<file path="src/rtl/spi_sample_engine_if.sv">
// Pin and result bundle of the pedal SPI sample engine.
// The engine is the master side; the bench and downstream logic use the slave side.
interface spi_sample_engine_if #(
   parameter int DATA_W  = 16,
   parameter int TRIM_W  = 8,
   parameter int N_TRIMS = 4,
   parameter int ADDR_W  = 2
);
   logic                      adc_clock;
   logic [DATA_W-1:0]         dac;
   logic                      clr_overrun;
   logic                      miso;
   logic                      mosi;
   logic                      sclk;
   logic                      cs_codec_n;
   logic                      cs_trim_n;
   logic [DATA_W-1:0]         adc;
   logic                      adc_valid;
   logic [N_TRIMS*TRIM_W-1:0] trim;
   logic                      trim_valid;
   logic [ADDR_W-1:0]         trim_idx;
   logic                      busy;
   logic                      overrun;

   modport master (
      input  adc_clock, dac, clr_overrun, miso,
      output mosi, sclk, cs_codec_n, cs_trim_n, adc, adc_valid,
             trim, trim_valid, trim_idx, busy, overrun
   );

   modport slave (
      output adc_clock, dac, clr_overrun, miso,
      input  mosi, sclk, cs_codec_n, cs_trim_n, adc, adc_valid,
             trim, trim_valid, trim_idx, busy, overrun
   );
endinterface

</file>
<file path="src/rtl/spi_sample_engine.sv">
// SPI master for the pedal datapath: one codec frame followed by one round-robin
// trim-pot frame per adc_clock strobe, SPI mode 0.
//
// state    | meaning
// ---------+---------------------------------------------------------------
// IDLE     | waiting for an adc_clock rising edge, all chip selects high
// CS_SETUP | active cs low, sclk low, mosi holds the first bit
// SHIFT_HI | sclk high, miso sampled on entry
// SHIFT_LO | sclk low, mosi advanced on entry
// CS_HOLD  | sclk low after the last bit, cs still low
// GAP      | both cs high; result already written on entry
module spi_sample_engine #(
   parameter int DATA_W   = 16,
   parameter int TRIM_W   = 8,
   parameter int N_TRIMS  = 4,
   parameter int ADDR_W   = 2,
   parameter int HALF_DIV = 4
) (
   input logic                 clk,
   input logic                 rst_n,
   spi_sample_engine_if.master bus
);

   localparam int TRIM_BITS = ADDR_W + TRIM_W;
   localparam int FRAME_W   = (DATA_W > TRIM_BITS) ? DATA_W : TRIM_BITS;
   localparam int TMR_W     = $clog2(HALF_DIV);
   localparam int BIT_W     = $clog2(FRAME_W);

   localparam logic [TMR_W-1:0] TMR_LOAD   = TMR_W'(HALF_DIV - 1);
   localparam logic [BIT_W-1:0] CODEC_LAST = BIT_W'(DATA_W - 1);
   localparam logic [BIT_W-1:0] TRIM_LAST  = BIT_W'(TRIM_BITS - 1);

   typedef enum logic [2:0] {
      IDLE,
      CS_SETUP,
      SHIFT_HI,
      SHIFT_LO,
      CS_HOLD,
      GAP
   } state_t;

   state_t                    state;
   logic [TMR_W-1:0]          tmr;
   logic [BIT_W-1:0]          bit_cnt;
   logic                      trim_frame;
   logic [FRAME_W-1:0]        tx;
   logic [FRAME_W-1:0]        rx;
   logic                      adc_clock_q;

   logic                      sclk_q;
   logic                      mosi_q;
   logic                      cs_codec_q;
   logic                      cs_trim_q;
   logic [DATA_W-1:0]         adc_q;
   logic                      adc_valid_q;
   logic [N_TRIMS*TRIM_W-1:0] trim_q;
   logic                      trim_valid_q;
   logic [ADDR_W-1:0]         trim_idx_q;
   logic                      busy_q;
   logic                      overrun_q;

   logic                      strobe;

   assign strobe = bus.adc_clock & ~adc_clock_q;

   always_ff @(posedge clk or negedge rst_n) begin
      if (!rst_n) begin
         state        <= IDLE;
         tmr          <= '0;
         bit_cnt      <= '0;
         trim_frame   <= 1'b0;
         tx           <= '0;
         rx           <= '0;
         adc_clock_q  <= 1'b0;
         sclk_q       <= 1'b0;
         mosi_q       <= 1'b0;
         cs_codec_q   <= 1'b1;
         cs_trim_q    <= 1'b1;
         adc_q        <= '0;
         adc_valid_q  <= 1'b0;
         trim_q       <= '0;
         trim_valid_q <= 1'b0;
         trim_idx_q   <= '0;
         busy_q       <= 1'b0;
         overrun_q    <= 1'b0;
      end else begin
         adc_clock_q  <= bus.adc_clock;
         adc_valid_q  <= 1'b0;
         trim_valid_q <= 1'b0;

         // A new overrun outranks a simultaneous clear.
         if (strobe && busy_q)
            overrun_q <= 1'b1;
         else if (bus.clr_overrun)
            overrun_q <= 1'b0;

         if (state != IDLE) begin
            if (tmr != '0)
               tmr <= tmr - 1'b1;
            else
               tmr <= TMR_LOAD;
         end

         unique case (state)
            IDLE: begin
               if (strobe) begin
                  busy_q     <= 1'b1;
                  trim_frame <= 1'b0;
                  tx         <= FRAME_W'(bus.dac) << (FRAME_W - DATA_W);
                  mosi_q     <= bus.dac[DATA_W-1];
                  cs_codec_q <= 1'b0;
                  bit_cnt    <= CODEC_LAST;
                  tmr        <= TMR_LOAD;
                  state      <= CS_SETUP;
               end
            end

            CS_SETUP: begin
               if (tmr == '0) begin
                  sclk_q <= 1'b1;
                  rx     <= {rx[FRAME_W-2:0], bus.miso};
                  state  <= SHIFT_HI;
               end
            end

            SHIFT_HI: begin
               if (tmr == '0) begin
                  sclk_q <= 1'b0;
                  tx     <= {tx[FRAME_W-2:0], 1'b0};
                  mosi_q <= tx[FRAME_W-2];
                  state  <= SHIFT_LO;
               end
            end

            SHIFT_LO: begin
               if (tmr == '0) begin
                  if (bit_cnt == '0) begin
                     state <= CS_HOLD;
                  end else begin
                     bit_cnt <= bit_cnt - 1'b1;
                     sclk_q  <= 1'b1;
                     rx      <= {rx[FRAME_W-2:0], bus.miso};
                     state   <= SHIFT_HI;
                  end
               end
            end

            CS_HOLD: begin
               if (tmr == '0) begin
                  cs_codec_q <= 1'b1;
                  cs_trim_q  <= 1'b1;
                  mosi_q     <= 1'b0;
                  state      <= GAP;
                  if (!trim_frame) begin
                     adc_q       <= rx[DATA_W-1:0];
                     adc_valid_q <= 1'b1;
                  end else begin
                     // Address-phase bits have already shifted out of the low TRIM_W.
                     for (int k = 0; k < N_TRIMS; k++) begin
                        if (trim_idx_q == ADDR_W'(k))
                           trim_q[k*TRIM_W +: TRIM_W] <= rx[TRIM_W-1:0];
                     end
                     trim_valid_q <= 1'b1;
                     if (trim_idx_q == ADDR_W'(N_TRIMS - 1))
                        trim_idx_q <= '0;
                     else
                        trim_idx_q <= trim_idx_q + 1'b1;
                  end
               end
            end

            GAP: begin
               if (tmr == '0) begin
                  if (!trim_frame) begin
                     trim_frame <= 1'b1;
                     tx         <= FRAME_W'(trim_idx_q) << (FRAME_W - ADDR_W);
                     mosi_q     <= trim_idx_q[ADDR_W-1];
                     cs_trim_q  <= 1'b0;
                     bit_cnt    <= TRIM_LAST;
                     state      <= CS_SETUP;
                  end else begin
                     busy_q <= 1'b0;
                     state  <= IDLE;
                  end
               end
            end

            default: state <= IDLE;
         endcase
      end
   end

   assign bus.sclk       = sclk_q;
   assign bus.mosi       = mosi_q;
   assign bus.cs_codec_n = cs_codec_q;
   assign bus.cs_trim_n  = cs_trim_q;
   assign bus.adc        = adc_q;
   assign bus.adc_valid  = adc_valid_q;
   assign bus.trim       = trim_q;
   assign bus.trim_valid = trim_valid_q;
   assign bus.trim_idx   = trim_idx_q;
   assign bus.busy       = busy_q;
   assign bus.overrun    = overrun_q;

endmodule

</file>
<file path="src/flat_wrapper.sv">
// flat-port wrapper written by rule: the top's interface ports become plain ports
module spi_sample_engine_flat 
#(
   parameter int DATA_W   = 16,
   parameter int TRIM_W   = 8,
   parameter int N_TRIMS  = 4,
   parameter int ADDR_W   = 2,
   parameter int HALF_DIV = 4
)
  (clk, rst_n, bus_adc_clock, bus_dac, bus_clr_overrun, bus_miso, bus_mosi, bus_sclk, bus_cs_codec_n, bus_cs_trim_n, bus_adc, bus_adc_valid, bus_trim, bus_trim_valid, bus_trim_idx, bus_busy, bus_overrun);
  spi_sample_engine_if #(.DATA_W(DATA_W), .TRIM_W(TRIM_W), .N_TRIMS(N_TRIMS), .ADDR_W(ADDR_W)) bus_i ();
  input logic clk;
  input logic rst_n;
  input wire logic [$bits(bus_i.adc_clock)-1:0] bus_adc_clock;
  input wire logic [$bits(bus_i.dac)-1:0] bus_dac;
  input wire logic [$bits(bus_i.clr_overrun)-1:0] bus_clr_overrun;
  input wire logic [$bits(bus_i.miso)-1:0] bus_miso;
  output wire logic [$bits(bus_i.mosi)-1:0] bus_mosi;
  output wire logic [$bits(bus_i.sclk)-1:0] bus_sclk;
  output wire logic [$bits(bus_i.cs_codec_n)-1:0] bus_cs_codec_n;
  output wire logic [$bits(bus_i.cs_trim_n)-1:0] bus_cs_trim_n;
  output wire logic [$bits(bus_i.adc)-1:0] bus_adc;
  output wire logic [$bits(bus_i.adc_valid)-1:0] bus_adc_valid;
  output wire logic [$bits(bus_i.trim)-1:0] bus_trim;
  output wire logic [$bits(bus_i.trim_valid)-1:0] bus_trim_valid;
  output wire logic [$bits(bus_i.trim_idx)-1:0] bus_trim_idx;
  output wire logic [$bits(bus_i.busy)-1:0] bus_busy;
  output wire logic [$bits(bus_i.overrun)-1:0] bus_overrun;
  assign bus_i.adc_clock = bus_adc_clock;
  assign bus_i.dac = bus_dac;
  assign bus_i.clr_overrun = bus_clr_overrun;
  assign bus_i.miso = bus_miso;
  assign bus_mosi = bus_i.mosi;
  assign bus_sclk = bus_i.sclk;
  assign bus_cs_codec_n = bus_i.cs_codec_n;
  assign bus_cs_trim_n = bus_i.cs_trim_n;
  assign bus_adc = bus_i.adc;
  assign bus_adc_valid = bus_i.adc_valid;
  assign bus_trim = bus_i.trim;
  assign bus_trim_valid = bus_i.trim_valid;
  assign bus_trim_idx = bus_i.trim_idx;
  assign bus_busy = bus_i.busy;
  assign bus_overrun = bus_i.overrun;
  spi_sample_engine #(.DATA_W(DATA_W), .TRIM_W(TRIM_W), .N_TRIMS(N_TRIMS), .ADDR_W(ADDR_W), .HALF_DIV(HALF_DIV)) u_core (.clk(clk), .rst_n(rst_n), .bus(bus_i));
endmodule
</file>
<file path="config.mk">
export PLATFORM = sky130hd
export DESIGN_NAME = spi_sample_engine_flat
export DESIGN_NICKNAME = d
export VERILOG_FILES = /design/src/rtl/spi_sample_engine_if.sv /design/src/rtl/spi_sample_engine.sv /design/src/flat_wrapper.sv
export SDC_FILE = /design/constraint.sdc
export NUM_CORES = 1
export LEC_CHECK = 0
export CORE_AREA = 2 2 87 105
export DETAILED_ROUTE_END_ITERATION = 10
export DIE_AREA = 0 0 89 107
export PLACE_DENSITY = 0.86
export SLEW_MARGIN = 15
export SYNTH_ARGS = -nofsm -noshare
export SYNTH_HDL_FRONTEND = slang
export SYNTH_SLANG_ARGS = --single-unit
</file>
<file path="constraint.sdc">
create_clock -name clk -period 2.85 [get_ports clk]
set_input_delay 0.57 -clock clk [delete_from_list [all_inputs] [get_ports clk]]
set_output_delay 0.57 -clock clk [all_outputs]
set_load 0.02 [all_outputs]
</file>
After elaboration in Yosys (flattened, before gate mapping)
Cells that the tools add are included.
{ "classes": {"add_sub_neg": 3, "n_eq_ne": 17, "muxes": 57, "bitwise_logic": 3, "reduce_logical": 32} }
{ "op_table": {"columns": ["cell", "count"], "rows": [
  ["2-to-1 mux 15 bit", 4],
  ["2-to-1 mux 16 bit", 3],
  ["one-hot mux 15 bit (3 select lines)", 1],
  ["one-hot mux 16 bit (2 select lines)", 1],
  ["AND reduction 4 bit", 7],
  ["2-to-1 mux 1 bit", 23],
  ["2-to-1 mux 3 bit", 7],
  ["2-to-1 mux 4 bit", 5],
  ["one-hot mux 3 bit (6 select lines)", 1],
  ["AND reduction 6 bit", 3],
  ["!= test 2 x 1 -> 1 bit (second input constant)", 7],
  ["one-hot mux 4 bit (3 select lines)", 1],
  ["AND reduction 3 bit", 4],
  ["nonzero test 2 bit", 6],
  ["nonzero test 3 bit", 4],
  ["2-to-1 mux 2 bit", 5],
  ["AND reduction 5 bit", 2],
  ["one-hot mux 1 bit (2 select lines)", 4],
  ["equality test 3 x 2 -> 1 bit (second input constant)", 2],
  ["equality test 3 bit (second input constant)", 2],
  ["equality test 2 bit (second input constant)", 2],
  ["logical NOT 2 bit", 2],
  ["logical NOT 4 bit", 1],
  ["!= test 2 bit (second input constant)", 2],
  ["12 further kinds", 13]
]} }
{ "word_totals": {"ff_bits": 100, "in_bits": 21, "output_inout_bits": 58, "word_cells": 133} }

Depth between registers and ports, before layout
Gate-level depths: netlist of the first run.
{ "logic_depth": {"depth_word": 5, "depth_mapped": 8, "depth_no_buf": 6} }

Least setup slack after synthesis of the first run
OpenSTA, ideal clock, no wires.
{ "synth_timing": {"kind": "reg-to-reg", "start": "register u_core.tmr[0]", "end": "register u_core.adc_q[0] (netlist: u_core.bus.adc[0])", "setup_time_ns": 0.125, "arrival_time_ns": 1.934, "required_time_ns": 2.725, "path_slack_ns": 0.791, "path_stages_with_launch": 8, "n_path_buf": 2, "period_less_slack_ns": 2.059, "path_cell_list": "dfrtp_1 inv_1 ha_1 buf_4 nand2_1 nor4_2 buf_6 mux2_2"} }
{ "synth_between": {"elab_chain_cells": 2} }
{ "synth_lines": {"columns": ["element", "line_no", "rtl"], "rows": [
  ["start: declaration", "spi_sample_engine.sv:43", "logic [TMR_W-1:0] tmr;"],
  ["start signal: assignment", "spi_sample_engine.sv:99", "tmr <= tmr - 1'b1;"],
  ["logical NOT 2 bit", "spi_sample_engine.sv:149", "if (tmr == '0) begin"],
  ["AND reduction 3 bit (no source line)", null, null],
  ["end signal: assignment", "spi_sample_engine.sv:155", "adc_q <= rx[DATA_W-1:0];"],
  ["end: declaration", "spi_sample_engine.sv:54", "logic [DATA_W-1:0] adc_q;"]
]} }
Every way passes these cells.
A chain may end at the register's enable or synchronous reset.

Final worst setup path of the first run
{ "layout_timing": {"start": "register u_core.tmr[0]", "end": "register u_core.trim_q[5] (netlist: u_core.bus.trim[5])"} }
{ "layout_between": {"elab_chain_cells": 2} }
{ "layout_lines": {"columns": ["element", "line_no", "rtl"], "rows": [
  ["logical NOT 2 bit", "spi_sample_engine.sv:149", null],
  ["AND reduction 4 bit (no source line)", null, null],
  ["end signal: indexed assignment", "spi_sample_engine.sv:161", "trim_q[k*TRIM_W +: TRIM_W] <= rx[TRIM_W-1:0];"],
  ["end: declaration", "spi_sample_engine.sv:56", "logic [N_TRIMS*TRIM_W-1:0] trim_q;"]
]} }
Every way passes these cells.

==> results of run 1 <==
## layout make-up
cell class	count	area (sq um)	share of cell area [%]
clock buffer	9	124	2.25
clock inverter	6	159	2.89
inverter	14	52.6	0.955
multi-input combinational	191	1660	30.2
sequential	100	2500	45.5
tap	117	146	2.66
timing repair buffer	86	851	15.5
## logic make-up after synthesis
logic type / share of synthesized area (%)
AOI/OAI and AO/OA: 8.47
adders and majority gates: 1.75
buffers and inverters: 3.32
DFF: 58.2
muxes: 21.4
and+or+nand+nor: 6.81
## flip-flops by register name, indices dropped and copies added, names as in the netlist, 2 cells and up
signal               flops
u_core.bus.adc          16
u_core.bit_cnt           4
u_core.tx               15
u_core.state             3
u_core.tmr               2
u_core.bus.trim_idx      2
u_core.bus.trim         32
u_core.rx               16
## stage by stage
stage	hold WS (ns)	utilization, %	setup slack, ns	power (mW)
floorplan	0.274	-	0.791	2.67
finish	0.200	64.6	0.360	4.17
detailed placement	0.466	61.2	0.0628	2.99
CTS	0.201	64.6	0.348	4.22
global placement	0.453	61.2	0.0998	2.93
global route	0.213	64.6	0.154	4.42
## power by group through the flow
stage | Sequential [mW] | Clock (mW) | Combinational, mW
global route | 1.93 | 1.33 | 1.17
CTS | 1.89 | 1.26 | 1.07
floorplan | 1.86 | 0 | 0.805
global placement | 1.90 | 0 | 1.02
detailed placement | 1.92 | 0 | 1.07
finish | 1.89 | 1.22 | 1.06
## path summary, 6_finish.rpt
| kind | from | end | slack, ns | depth (start not counted) |
|---|---|---|---|---|
| hold reg to reg | u_core.bus.cs_trim_n$_DFFE_PN1P_ | u_core.bus.cs_trim_n$_DFFE_PN1P_ | 0.48 | 2 |
| min in group clk | u_core.bus.cs_trim_n$_DFFE_PN1P_ | u_core.bus.cs_trim_n$_DFFE_PN1P_ | 0.48 | 2 |
| max in group asynchronous | rst_n | u_core.bus.cs_codec_n$_DFFE_PN1P_ | 2.02 | 2 |
| hold / removal | rst_n | u_core.bit_cnt[3]$_DFFE_PN0P_ | 0.20 | 1 |
| setup / recovery | u_core.tmr[0]$_DFF_PN0_ | u_core.bus.trim[5]$_DFFE_PN0P_ | 0.36 | 6 |
| setup reg to reg | u_core.tmr[0]$_DFF_PN0_ | u_core.bus.trim[5]$_DFFE_PN0P_ | 0.36 | 6 |
## cells in the mapped netlist, drive strengths merged
cell type  instances
a211oi             3
a21o               1
a21oi             11
a221oi             1
a22o              14
a22oi              1
a31o               1
a31oi              1
and2               2
and3               3
and3b              2
buf                9
clkbuf             6
dfrtp             98
dfstp              2
ha                 6
inv               14
mux2              80
mux2i              2
nand2             15
nand2b             1
nand3              2
nand4              1
nand4b             1
nor2              11
nor2b              2
nor3               5
nor3b              1
nor4               1
nor4b              1
o211ai             1
o21a               1
o21ai             13
o21ba              1
o2bb2ai            1
o311a              1
o31ai              1
o32ai              1
or3b               1
or4b               1
## layer usage
metal,up-vias,track usage [%],part of all wire [%],wire (microns)
li1,1308,-,-,-
met1,1449,25.1,43,3670
met2,64,30.4,51,4390
met3,7,5.62,5.5,478
met4,0,4.90,0.84,72
met5,-,0,0,0
## worst reg2reg max path, delay by kind of cell (launching register included)
kind                       cells  cell delay [ns]
buffers and inverters          1             0.07
DFF                            1             0.40
adders and majority gates      1             0.36
and+or+nand+nor                3             1.16
muxes                          1             0.38
==> impl_metrics.json, run 1 <==
{
  "cp_top_family": "simple AND/OR/NAND/NOR gates",
  "max_cap_viol_count": 0,
  "drv_slew": 0,
  "die_h_microns": 107,
  "tns_ns": 0,
  "core_area_sq_um": 8520,
  "grt_pass1_vias": 2851,
  "initial_core_util_pct": 50.5,
  "rsz0062_at_grt": "false",
  "outcome": "completed",
  "grt_start_max_net_pins": 45,
  "antenna_found_initial": 0,
  "cp_slowest_cell": "nor4b_4",
  "arrival_ns": 2.72,
  "io_buffers": 78,
  "area_delta_synth_final_pct": 27.9,
  "syn_avg_cell_area_sq_um": 13.4,
  "ant_nets": 0,
  "synth_seq_area_share_pct": 58.2,
  "synth_warnings": 0,
  "cts-buffers-inserted": 9,
  "drive_above_1_share_pct": 28.6,
  "die-area_sq_um": 9520,
  "row_count": 37,
  "dpl_cell_area_sq_um": 5220,
  "drc": 0,
  "power_per_cell_area_nw_per_um2": 758,
  "clkTransAtPathRegs_ns": 0.09,
  "via_per_inst": 5.41,
  "final_cells": 523,
  "p_sw_mw": 1.19,
  "dr.first_iter.drc_count": 102,
  "crit_chain": "inv_1 > ha_1 > nand2_1 > nor4b_4 > nand2_2 > mux2_1",
  "synth_area_leaders": "dfrtp_1, mux2_2, a22o_1",
  "syn-cell-area_sq_um": 4300,
  "place_congestion": 0.864,
  "synth-seq-cells": 100,
  "p_comb_share_pct": 25.5,
  "vias": 2828,
  "cts_resized": 0,
  "min_path_type": "primary input to async pin",
  "ir_drop_uv": 435,
  "synth_top_area_cell": "dfrtp_1",
  "switching_share_pct": 28.6,
  "antenna_cells": 0,
  "cts_setup_buffers": 0,
  "fill_cells": 661,
  "ios": 79,
  "tightestPinTransition_ns": 0.719,
  "netlist.area_leader.share_pct": 57.0,
  "cts_tree": "built",
  "worstSetupPathType": "flop to flop",
  "mostFrequentLayoutCell": "dfrtp_1",
  "finalWirelength_mm": 8.62,
  "die_w_microns": 89,
  "worstSetupStartpointType": "flop",
  "path_buf_inv": 1,
  "yosysUniqueCellTypes": 45,
  "p_clk_share_pct": 29.3,
  "h-tree-depth": 3,
  "place_hpwl_mm": 6.04,
  "grt_pass1_wl_mm": 13.8,
  "track_usage_pct": 18.9,
  "fin_crit_sh_pct": 87.4,
  "skew_ns": 0.0100,
  "crit_fanout": 10,
  "holdBufCountCts": 0,
  "internal_power_mw": 2.98,
  "firstDrtPassIters": 4,
  "power_leakage_nw": 2.55,
  "report.final.hold_viol_count": 0,
  "setup_violations": 0,
  "fin_area_sq_um": 5500,
  "p_seq_share_pct": 45.2,
  "cts-root-buf": "clkbuf_8",
  "slowest_delay_ns": 0.58,
  "mostFrequentLayoutCells": "dfrtp_1, mux2_2, clkdlybuf4s50_1, inv_1, a22o_1",
  "post-route-min-period_ns": 2.49,
  "max_freq_ghz": 0.402,
  "post_drt_wl_per_cell_microns": 16.5,
  "place_inst": 508,
  "syn-instance-count": 320,
  "clk_path_buf_depth": 2,
  "clock-sinks": 100,
  "insertion_delay_ns": 0.35,
  "worstSetupEndpointType": "flop",
  "fin_nets": 429,
  "slew-limit-headroom_pct": 52.0,
  "grt.overflow.total": 0,
  "required_ns": 3.08,
  "synth_nets": 347
}
(Power assumes the default switching activity.)
==> run 2, diff against run 1 <==
--- a/config.mk
+++ b/config.mk
@@ -5,9 +5,11 @@
 export SDC_FILE = /design/constraint.sdc
 export NUM_CORES = 1
 export LEC_CHECK = 0
-export CORE_AREA = 2 2 87 105
+export CELL_PAD_IN_SITES_DETAIL_PLACEMENT = 1
+export CELL_PAD_IN_SITES_GLOBAL_PLACEMENT = 1
+export CORE_AREA = 2 2 96 116
 export DETAILED_ROUTE_END_ITERATION = 10
-export DIE_AREA = 0 0 89 107
+export DIE_AREA = 0 0 98 118
 export PLACE_DENSITY = 0.86
 export SLEW_MARGIN = 15
 export SYNTH_ARGS = -nofsm -noshare
==> run 2 against run 1 <==
Net effect:
- first-iteration DRC count fell by 8.8%
- maximum frequency fell by 3.9%
- sequential share of layout area fell by 0.52 points
- critical endpoint is now u_core.bus.trim[24]$_DFFE_PN0P_
==> impl_metrics.json, run 2 (synthesis results as in run 1) <==
{
  "die-area_sq_um": 11600,
  "slowest_delay_ns": 0.63,
  "core_area_sq_um": 10400,
  "clkTransAtPathRegs_ns": 0.08,
  "worstSetupPathType": "flop to flop",
  "antenna_cells": 0,
  "firstDrtPassIters": 5,
  "setup_violations": 0,
  "io_buffers": 78,
  "drc": 0,
  "cts_setup_buffers": 0,
  "mostFrequentLayoutCell": "dfrtp_1",
  "fin_nets": 429,
  "fin_area_sq_um": 5570,
  "clk_path_buf_depth": 2,
  "clock-sinks": 100,
  "fill_cells": 1041,
  "dpl_cell_area_sq_um": 5230,
  "path_buf_inv": 1,
  "area_delta_synth_final_pct": 29.4,
  "drv_slew": 0,
  "outcome": "completed",
  "ant_nets": 0,
  "required_ns": 3.08,
  "drive_above_1_share_pct": 28.7,
  "mostFrequentLayoutCells": "dfrtp_1, mux2_2, clkdlybuf4s50_1, inv_1, a22o_1",
  "grt_pass1_vias": 3268,
  "min_path_type": "primary input to async pin",
  "crit_chain": "inv_1 > ha_1 > nand2_1 > nor4b_4 > nand2_2 > mux2_2",
  "die_h_microns": 118,
  "worstSetupStartpointType": "flop",
  "power_leakage_nw": 2.57,
  "r2r_slack_ns": 0.26,
  "slew-limit-headroom_pct": 48.2,
  "place_hpwl_mm": 7.02,
  "ir_drop_uv": 382,
  "skew_ns": 0.0113,
  "track_usage_pct": 19.8,
  "worstSetupEndpointType": "flop",
  "rsz0062_at_grt": "false",
  "crit_fanout": 10,
  "h-tree-depth": 3,
  "max_cap_viol_count": 0,
  "largest_reg_flops": 32,
  "grt.overflow.total": 0,
  "post_drt_wl_per_cell_microns": 20.2,
  "fin_crit_sh_pct": 90.9,
  "row_count": 41,
  "dr.first_iter.drc_count": 93,
  "cts-buffers-inserted": 9,
  "vias": 2847,
  "grt_start_max_net_pins": 42,
  "report.final.hold_viol_count": 0,
  "arrival_ns": 2.83,
  "cts_resized": 0,
  "via_per_inst": 5.31,
  "die_w_microns": 98,
  "insertion_delay_ns": 0.35,
  "cts-root-buf": "clkbuf_16",
  "place_congestion": 0.819,
  "post-route-min-period_ns": 2.59,
  "power_per_cell_area_nw_per_um2": 783,
  "cp_slowest_cell": "nor4b_4",
  "tns_ns": 0,
  "initial_core_util_pct": 41.3,
  "holdBufCountCts": 0,
  "antenna_found_initial": 0,
  "tightestPinTransition_ns": 0.777,
  "cp_top_family": "simple AND/OR/NAND/NOR gates",
  "fin_util_pct": 53.4,
  "finalWirelength_mm": 10.8,
  "cts_tree": "built",
  "final_cells": 536,
  "grt_pass1_wl_mm": 18.1,
  "place_inst": 520,
  "max_freq_ghz": 0.386,
  "ios": 79
}
-- run 2: cell types whose count changed in the layout (fill, tap and decap cells not counted), sizes merged --
cell      previous run  this run
inv                 15        17
clkinvlp             0         2
bufinv               5         2
-- run 2: worst paths after layout --
check / from / endpoint / cells after the start
max in group asynchronous: rst_n / u_core.tx[14]$_DFFE_PN0P_ / 2
min: rst_n / u_core.rx[12]$_DFFE_PN0P_ / 1
min in group clk: u_core.bus.cs_trim_n$_DFFE_PN1P_ / u_core.bus.cs_trim_n$_DFFE_PN1P_ / 2
max: u_core.tmr[0]$_DFF_PN0_ / u_core.bus.trim[24]$_DFFE_PN0P_ / 6
max reg2reg: u_core.tmr[0]$_DFF_PN0_ / u_core.bus.trim[24]$_DFFE_PN0P_ / 6
min reg2reg: u_core.bus.cs_trim_n$_DFFE_PN1P_ / u_core.bus.cs_trim_n$_DFFE_PN1P_ / 2
-- run 2: report_power, final --
group          total (mW)  internal (mW)  switching [mW]
registers            1.91           1.67           0.241
logic                1.09          0.552           0.535
clock network        1.36          0.785           0.578
-- run 2: layout make-up --
class                   instances  area, sq um  area share, %
flip-flops and latches        100         2500           45.0
clock buffers                   9          225           4.05
well taps                     129          161           2.90
inverters                      14         52.6          0.944
multi-input cells             191         1660           29.9
clock inverters                 7          106           1.91
repair buffers                 86          851           15.3
-- run 2: worst reg2reg max path: cells and delay by family (launching register included) --
kind,cells,cell delay (ns)
multiplexers,1,0.37
buffers and inverters,1,0.07
AND/OR/NAND/NOR,3,1.26
flip-flops,1,0.41
adder cells (fa/ha/maj),1,0.39
-- run 2: through the flow --
stage / hold WS, ns / setup WS, ns / power, mW
after floorplan: 0.274 / 0.791 / 2.67
after global placement: 0.456 / 0.0634 / 2.95
after detailed placement: 0.461 / 0.0131 / 3.01
after CTS: 0.195 / 0.276 / 4.40
after global routing: 0.208 / 0.0856 / 4.61
final: 0.186 / 0.258 / 4.36
-- run 2: routing by layer --
metal	share of wire (%)	vias up	global-route usage [%]
met5	0	-	0
met4	1.6	0	6.08
met3	5.7	13	6.12
met2	51	66	33.7
met1	42	1462	24.0
li1	-	1306	-
==> run 3, diff against run 2 <==
--- a/config.mk
+++ b/config.mk
@@ -11,6 +11,7 @@
 export DETAILED_ROUTE_END_ITERATION = 10
 export DIE_AREA = 0 0 98 118
 export PLACE_DENSITY = 0.86
+export SKIP_LAST_GASP = 1
 export SLEW_MARGIN = 15
 export SYNTH_ARGS = -nofsm -noshare
 export SYNTH_HDL_FRONTEND = slang
==> results of run 3 <==
Same layout as run 2: the final DEF is identical, and so are final timing and power.
